--- config.mk ---
export PLATFORM = sky130hd
export DESIGN_NAME = ps2_rx_packet
export DESIGN_NICKNAME = d
export VERILOG_FILES = /design/src/rtl/ps2_rx_packet.sv
export SDC_FILE = /design/constraint.sdc
export NUM_CORES = 1
export LEC_CHECK = 0
export CORE_UTILIZATION = 29
export DETAILED_ROUTE_END_ITERATION = 10
export DONT_BUFFER_PORTS = 1
export GPL_ROUTABILITY_DRIVEN = 0
export PLACE_DENSITY = 0.4
export SETUP_SLACK_MARGIN = 0.15
export SYNTH_ARGS = -nofsm -noshare
export SYNTH_HDL_FRONTEND = slang
export SYNTH_SLANG_ARGS = --single-unit
--- constraint.sdc ---
create_clock -name CLK -period 2.3 [get_ports CLK]
set_input_delay 0.575 -clock CLK [delete_from_list [all_inputs] [get_ports CLK]]
set_output_delay 0.575 -clock CLK [all_outputs]
set_load 0.03 [all_outputs]
--- src/rtl/ps2_rx_packet.sv ---
// Host-side PS/2 receiver: filtered frame capture, grouping of PKT_BYTES bytes into one packet.
// Optional ACK filter is enabled by defining PS2_RX_ACK_FILTER_EN.
module ps2_rx_packet #(
    parameter int         FILT_LEN    = 4,
    parameter int         TIMEOUT_CYC = 100000,
    parameter int         PKT_BYTES   = 3,
    parameter logic [7:0] ACK_BYTE    = 8'hFA
) (
    input  logic                   CLK,
    input  logic                   RST,
    input  logic                   EN,
    input  logic                   PS2CLK,
    input  logic                   PS2DATA,
    output logic                   PS2CLKOUT,
    output logic [8*PKT_BYTES-1:0] PKT_DATA,
    output logic                   PKT_VALID,
    input  logic                   PKT_READY,
    output logic [2:0]             BYTE_CNT,
    output logic                   ERR_PARITY,
    output logic                   ERR_FRAME,
    output logic                   ERR_TIMEOUT,
    output logic                   ACK_SEEN
);
    localparam int FW = $clog2(FILT_LEN + 1);
    localparam int TW = $clog2(TIMEOUT_CYC + 1);

    typedef enum logic [2:0] {IDLE, START, DATA, PARITY, STOP, HOLD} state_t;

    state_t        state, state_nx;
    logic          clk_s1, clk_s2, dat_s1, dat_s2;
    logic          filt_clk, filt_flip, sample;
    logic [FW-1:0] filt_cnt;
    logic          start_bit;
    logic [7:0]    shreg;
    logic [2:0]    bit_cnt;
    logic [2:0]    byte_cnt;
    logic [TW-1:0] tmo_cnt;
    logic          tmo_run, tmo_hit, is_ack, pkt_last;
    logic          store, err_par, err_frm, tmo, abort, ack, accept;

    always_ff @(posedge CLK or negedge RST) begin
        if (!RST) begin
            clk_s1 <= 1'b1;
            clk_s2 <= 1'b1;
            dat_s1 <= 1'b1;
            dat_s2 <= 1'b1;
        end else begin
            clk_s1 <= PS2CLK;
            clk_s2 <= clk_s1;
            dat_s1 <= PS2DATA;
            dat_s2 <= dat_s1;
        end
    end

    // New level is taken only after FILT_LEN consecutive cycles of disagreement.
    assign filt_flip = (clk_s2 != filt_clk) && (filt_cnt == FW'(FILT_LEN - 1));
    assign sample    = filt_flip && filt_clk;

    always_ff @(posedge CLK or negedge RST) begin
        if (!RST) begin
            filt_clk <= 1'b1;
            filt_cnt <= '0;
        end else if (clk_s2 == filt_clk) begin
            filt_cnt <= '0;
        end else if (filt_flip) begin
            filt_clk <= clk_s2;
            filt_cnt <= '0;
        end else begin
            filt_cnt <= filt_cnt + 1'b1;
        end
    end

`ifdef PS2_RX_ACK_FILTER_EN
    assign is_ack = (byte_cnt == 3'd0) && (shreg == ACK_BYTE);
`else
    assign is_ack = 1'b0;
`endif

    assign pkt_last = (byte_cnt == 3'(PKT_BYTES - 1));
    assign tmo_run  = ((state != IDLE) || (byte_cnt != 3'd0)) && (state != HOLD);
    assign tmo_hit  = tmo_run && (tmo_cnt == TW'(TIMEOUT_CYC - 1));

    always_ff @(posedge CLK or negedge RST) begin
        if (!RST) state <= IDLE;
        else      state <= state_nx;
    end

    always_comb begin
        state_nx = state;
        store    = 1'b0;
        err_par  = 1'b0;
        err_frm  = 1'b0;
        tmo      = 1'b0;
        abort    = 1'b0;
        ack      = 1'b0;
        accept   = 1'b0;
        if (state == HOLD) begin
            if (PKT_READY) begin
                accept   = 1'b1;
                state_nx = IDLE;
            end
        end else if (!EN) begin
            abort    = 1'b1;
            state_nx = IDLE;
        end else if (tmo_hit) begin
            tmo      = 1'b1;
            state_nx = IDLE;
        end else begin
            case (state)
                IDLE:   if (sample) state_nx = START;
                START:  if (start_bit) begin
                            err_frm  = 1'b1;
                            state_nx = IDLE;
                        end else begin
                            state_nx = DATA;
                        end
                DATA:   if (sample && bit_cnt == 3'd7) state_nx = PARITY;
                PARITY: if (sample) begin
                            if (^{shreg, dat_s2}) state_nx = STOP;
                            else begin
                                err_par  = 1'b1;
                                state_nx = IDLE;
                            end
                        end
                STOP:   if (sample) begin
                            if (!dat_s2) begin
                                err_frm  = 1'b1;
                                state_nx = IDLE;
                            end else if (is_ack) begin
                                ack      = 1'b1;
                                state_nx = IDLE;
                            end else begin
                                store    = 1'b1;
                                state_nx = pkt_last ? HOLD : IDLE;
                            end
                        end
                default: state_nx = IDLE;
            endcase
        end
    end

    always_comb begin
        PKT_VALID = (state == HOLD);
        PS2CLKOUT = EN && (state != HOLD);
        BYTE_CNT  = byte_cnt;
    end

    always_ff @(posedge CLK or negedge RST) begin
        if (!RST) begin
            start_bit   <= 1'b1;
            shreg       <= '0;
            bit_cnt     <= '0;
            byte_cnt    <= '0;
            PKT_DATA    <= '0;
            tmo_cnt     <= '0;
            ERR_PARITY  <= 1'b0;
            ERR_FRAME   <= 1'b0;
            ERR_TIMEOUT <= 1'b0;
            ACK_SEEN    <= 1'b0;
        end else begin
            ERR_PARITY  <= err_par;
            ERR_FRAME   <= err_frm;
            ERR_TIMEOUT <= tmo;
            ACK_SEEN    <= ack;
            if (state == IDLE && sample) start_bit <= dat_s2;
            if (state == START) bit_cnt <= '0;
            if (state == DATA && sample) begin
                shreg   <= {dat_s2, shreg[7:1]};
                bit_cnt <= bit_cnt + 1'b1;
            end
            if (store) begin
                for (int k = 0; k < PKT_BYTES; k++)
                    if (byte_cnt == 3'(k)) PKT_DATA[8*k +: 8] <= shreg;
                byte_cnt <= byte_cnt + 1'b1;
            end else if (accept || abort || tmo || err_par || err_frm) begin
                byte_cnt <= '0;
            end
            if (sample || !tmo_run || tmo) tmo_cnt <= '0;
            else                           tmo_cnt <= tmo_cnt + 1'b1;
        end
    end
endmodule
# Yosys cells after proc, flatten, opt, wreduce, memory -nomap -nowiden
# Index checks and enable logic that the tools add are counted.
# word_totals
regBits	70
elab_cells	115
# op_classes
addsub	4
eq_ne	18
mux	46
bitwise	1
n_reduce_logical	28
# op_table
operator	count
$mux 3	17
$mux 1	25
$ne 5x5->1 const B	4
$add 17x1->17 const B	1
$eq 17x17->1 const B	1
$mux 17	1
$pmux 3 s5	1
$eq 3x2->1 const B	4
$add 3x1->3 const B	3
$eq 3x3->1 const B	3
$reduce_xor 9->1	1
$logic_and 1x1->1	8
$reduce_and 2->1	4
$logic_or 1x1->1	7
$eq 3x1->1 const B	2
$logic_not 3->1	2
$reduce_bool 3->1	2
$reduce_and 5->1	1
$reduce_bool 2->1	2
$ne 3x3->1 const B	1
$mux 2	1
$ne 2x1->1 const B	1
$pmux 1 s2	1
$eq 1x1->1	1
3 further kinds	3

# Depth between registers and ports, before layout
# depth
depth_word	12
depth_mapped	8
mapped_depth_nobuf	7

# Worst setup path before layout
# No wires, ideal clock.
# synth_timing
path_type	register -> register
startpoint	register byte_cnt[0], in the netlist BYTE_CNT[0]
endpoint	register PKT_DATA[10]
setup_ns	0.125
t_arrival_ns	2.467
t_required_ns	2.175
setup_slack_ns	-0.292
path_stages_with_launch	8
path_buffers	0
path_cell_list	dfrtp_1 > inv_1 > ha_1 > or4b_4 > a21oi_4 > o21ai_4 > nor4b_4 > mux2_2
# synth_via
elab_chain_cells	8
word_cells_on_any_way	9
# synth_lines
item	line_no	text
start: declaration	36	logic [2:0] byte_cnt;
start signal: assignment	174	byte_cnt <= byte_cnt + 1'b1;
$reduce_bool 3->1	80	assign tmo_run = ((state != IDLE) || (byte_cnt != 3'd0)) && (state != HOLD);
$logic_or 1x1->1	80	
$logic_and 1x1->1	80	
$logic_and 1x1->1	81	assign tmo_hit = tmo_run && (tmo_cnt == TW'(TIMEOUT_CYC - 1));
$mux 1	105	end else if (tmo_hit) begin
$mux 1	102	end else if (!EN) begin
$mux 1	97	if (state == HOLD) begin
$reduce_and 2->1 (no source line) *	n/a	
end signal: indexed assignment	173	if (byte_cnt == 3'(k)) PKT_DATA[8*k +: 8] <= shreg;
end: declaration	15	output logic [8*PKT_BYTES-1:0] PKT_DATA,
# Mark *: on every way between the ends. The rest lies on a longest branch, timed or not.
# A chain may end at the register's enable or synchronous reset.

# Worst setup path in the final report
# layout_timing
startpoint	register byte_cnt[0], in the netlist BYTE_CNT[0]
endpoint	register PKT_DATA[18]
# The elaborated chain is that of the path after synthesis.

==> summary.txt <==
Power and ir drop
  • P_leak: 1.889 nW
  • Power Dens Cells: 742.8 nW/um2
  • Worst VDD drop: 0.3194 mV

Yosys
  • Asr flop ratio synth: 100.0%
  • Synth Net Count: 278
  • Synth area leader: dfrtp_1
  • Synth top area share: 49.44%
  • Most frequent cell after synthesis: dfrtp_1
  • #FFs+latches synth: 70
  • Post-synth EDFFs: 0
  • Synth warn: 0
  • Seq/Total Area, Yosys: 54.31%
  • Synth top cells by count: 64 x dfrtp_1, 33 x mux2_2, 30 x nor2_1
  • Count of cell types in the netlist: 48
  • Synth Cell Area: 3239 um2
  • Most common flop cell mapped by yosys: dfrtp_1
  • Syn_area_per_cell: 12.27 um2
  • Top cells by area, synth: dfrtp_1 49%, mux2_2 11%, dfstp_2 4.9%, nor2_1 3.5%, xnor2_1 3.2%
  • Cells after Synth: 264

Floorplanning
  • Die width: 107.7 um
  • Row Count: 38
  • Die area: 11600 um2
  • Initial core utilization: 29.88%
  • I/O Pins: 39
  • Die Y: 107.7 um
  • Core region area: 10840 um2

Placement
  • HPWL after DPL: 4.594 mm
  • Pre-CTS WS: -0.02391 ns
  • IO buf count: 0

Clock tree
  • Root Driver: clkbuf_8
  • Clock sinks: 70
  • Max H-tree Level: 3
  • Clock Pin Slew Worst Setup and Hold Paths: 0.09 ns
  • Total CTS buffers: 9
  • Clock Path Buffers: 2
  • CTS tree: yes
  • Clk Latency, worst-skew pair: 0.36 ns

STA
  • Final Hold Fails: 0
  • Final TNS setup: 0 ns
  • Min Tclk post-route: 2.293 ns
  • Fmax: 436.0 MHz
  • Setup WS post-layout: 0.006563 ns
  • RSZ-0062 raised after global routing: yes
  • Final Setup Violations: 0
  • Final Slew Violations: 0
  • Max Clock Skew: 0.01178 ns
  • Fin crit share: 99.71%

Worst setup path
  • Reg2reg setup slack: 0.007 ns
  • Worst setup EP type: flop
  • Crit path from: BYTE_CNT[0]
  • Worst R2R End: PKT_DATA[18]
  • Critical Path Fanout Max: 8
  • Crit start category: flop
  • WS Path Type: flop to flop
  • Worst setup path endpoint: PKT_DATA[18]
  • Reg2Reg Launch Point: BYTE_CNT[0]
  • CP Data Required Time: 2.55 ns
  • R2R depth: 8
  • Arr. time, crit path: 2.54 ns

Global route
  • Initial antenna violation count: 0
  • Gr usage total: 13.90%
  • Vias in the first global route: 2352
  • GRT overflow: 0
  • Largest net degree at the start of global routing: 65
  • First-pass GRT wire length: 12.17 mm

Cells and area
  • Diode count: 0
  • Share of post-route cells with drive strength above 1: 41.18%
  • Final nets: 332
  • Layout Area Growth over Synthesis: 29.05%
  • Final core utilization: 38.56%

Status
  • Status: finished clean

Routing
  • Detailed-route wire length per cell: 15.74 um
  • DRT Pass-1 Iters: 4
  • Detail Route Antenna Nets: 0
  • Post-DR vias/cell: 4.708
  • First-iteration detailed-routing DRC count: 96
  • Wirelength, routed: 7.288 mm
  • Drc violations: 0
  • Via count: 2180

Job
  • Maxcap violations: 0

Min path
  • Hold Crit Class: primary input to async pin
[cell type report]
cell class                      count  area [um2]
Timing Repair Buffer               51       454.2
Fill cell                        1067        6660
Clock buffer                       10       137.6
Clock inverter                      6       46.29
Sequential cell                    70        1763
Tap cell                          140       175.2
Inverter                            7       26.28
Multi-Input combinational cell    179        1578
[how the worst min path moves through the flow]
| stage | startpoint | end | cells past startpoint |
|---|---|---|---|
| floorplan | RST | BYTE_CNT[0] | 0 |
| global placement | RST | bit_cnt[2] | 0 |
| detailed placement | RST | bit_cnt[2] | 0 |
| CTS | RST | clk_s2 | 0 |
| global route | RST | clk_s2 | 0 |
| finish | RST | filt_clk | 0 |
[stage by stage]
| stage | cells | hold slack (ns) | cell area (um2) | power [W] |
|---|---|---|---|---|
| 2_1_floorplan | 264 | 0.2794 | 3259 | 0.001746 |
| 3_3_place_gp | 434 | 0.2829 | 3697 | 0.001936 |
| 3_5_place_dp | 434 | 0.2835 | 3697 | 0.001934 |
| 4_1_cts | 455 | 0.04072 | 4019 | 0.002952 |
| 5_1_grt | 463 | 0.03416 | 4180 | 0.003292 |
| 6_report | 463 | 0.05495 | 4180 | 0.003105 |
[state kept, by name (all words and copies together) (netlist names), 3 cells and up]
name and cells:
tmo_cnt 17, shreg 8, PKT_DATA 24, BYTE_CNT 3
state 3, bit_cnt 3, filt_cnt 3
[cell families (layout without fill, tap and decap cells)]
| kind of cell | after synthesis | count (layout) | share of synthesized area (%) |
|---|---|---|---|
| compound gates | 27 | 27 | 6.798 |
| xor+xnor | 23 | 23 | 6.643 |
| fa+ha+maj | 8 | 8 | 3.090 |
| buf+inv | 15 | 74 | 2.240 |
| flops | 70 | 70 | 54.31 |
| mux | 33 | 33 | 11.47 |
| other cells | 1 | 1 | 0.1158 |
| simple gates | 87 | 87 | 15.33 |
[power by group]
| group | internal (W) | switching [W] | leakage, nW |
|---|---|---|---|
| clock | 0.000426 | 0.000523 | 0.0889 |
| combinational | 0.000386 | 0.000417 | 0.852 |
| sequential | 0.00131 | 0.0000416 | 0.948 |
[routing by layer]
layer	routed length (um)	global-route usage [%]
met5	0	0
met4	201	7.730
met3	279	3.571
met2	3243	20.47
met1	3563	18.47
[cells in the final DEF (no fill, tap or decap), types with 2 or more instances in the layout]
master and count:
inv_2 3, mux2_2 12, buf_6 7, dfrtp_2 3
a32o_1 2, o21ai_0 4, xnor2_1 11, nor3_1 5
dfrtp_1 61, inv_1 4, and3_1 3, o21ai_4 2
a21oi_1 3, clkbuf_8 10, ha_1 6, dfstp_2 6
nand3_1 8, clkinv_4 2, a221o_1 2, nand2_1 13
xor2_1 10, nand2_2 2, nor2b_1 3, nor4bb_1 3
clkinvlp_4 2, nor3b_1 2, buf_4 41, nor2_1 29
a22o_1 5, nor4_4 2, nor4b_2 2, mux2_4 21
buf_12 2, nand4_1 4
[critical path, cell delays in order (launching register included)]
cell,delay (ns)
dfrtp_2,0.42
inv_2,0.08
ha_4,0.13
or4b_4,0.46
a21oi_4,0.17
o21ai_4,0.11
nor4_4,0.30
buf_12,0.18
mux2_2,0.33
[what timing repair did]
action | in CTS | in global routing
gates resized for setup | 20 | 26
endpoints found under the setup margin | 29 | 46
hold buffers | 1 | 0
endpoints found under the hold margin | 64 | 0
buffers inserted | 4 | 6
cloned | 0 | 2
pin swaps | 3 | 2
Power figures use the tool's default switching activity.
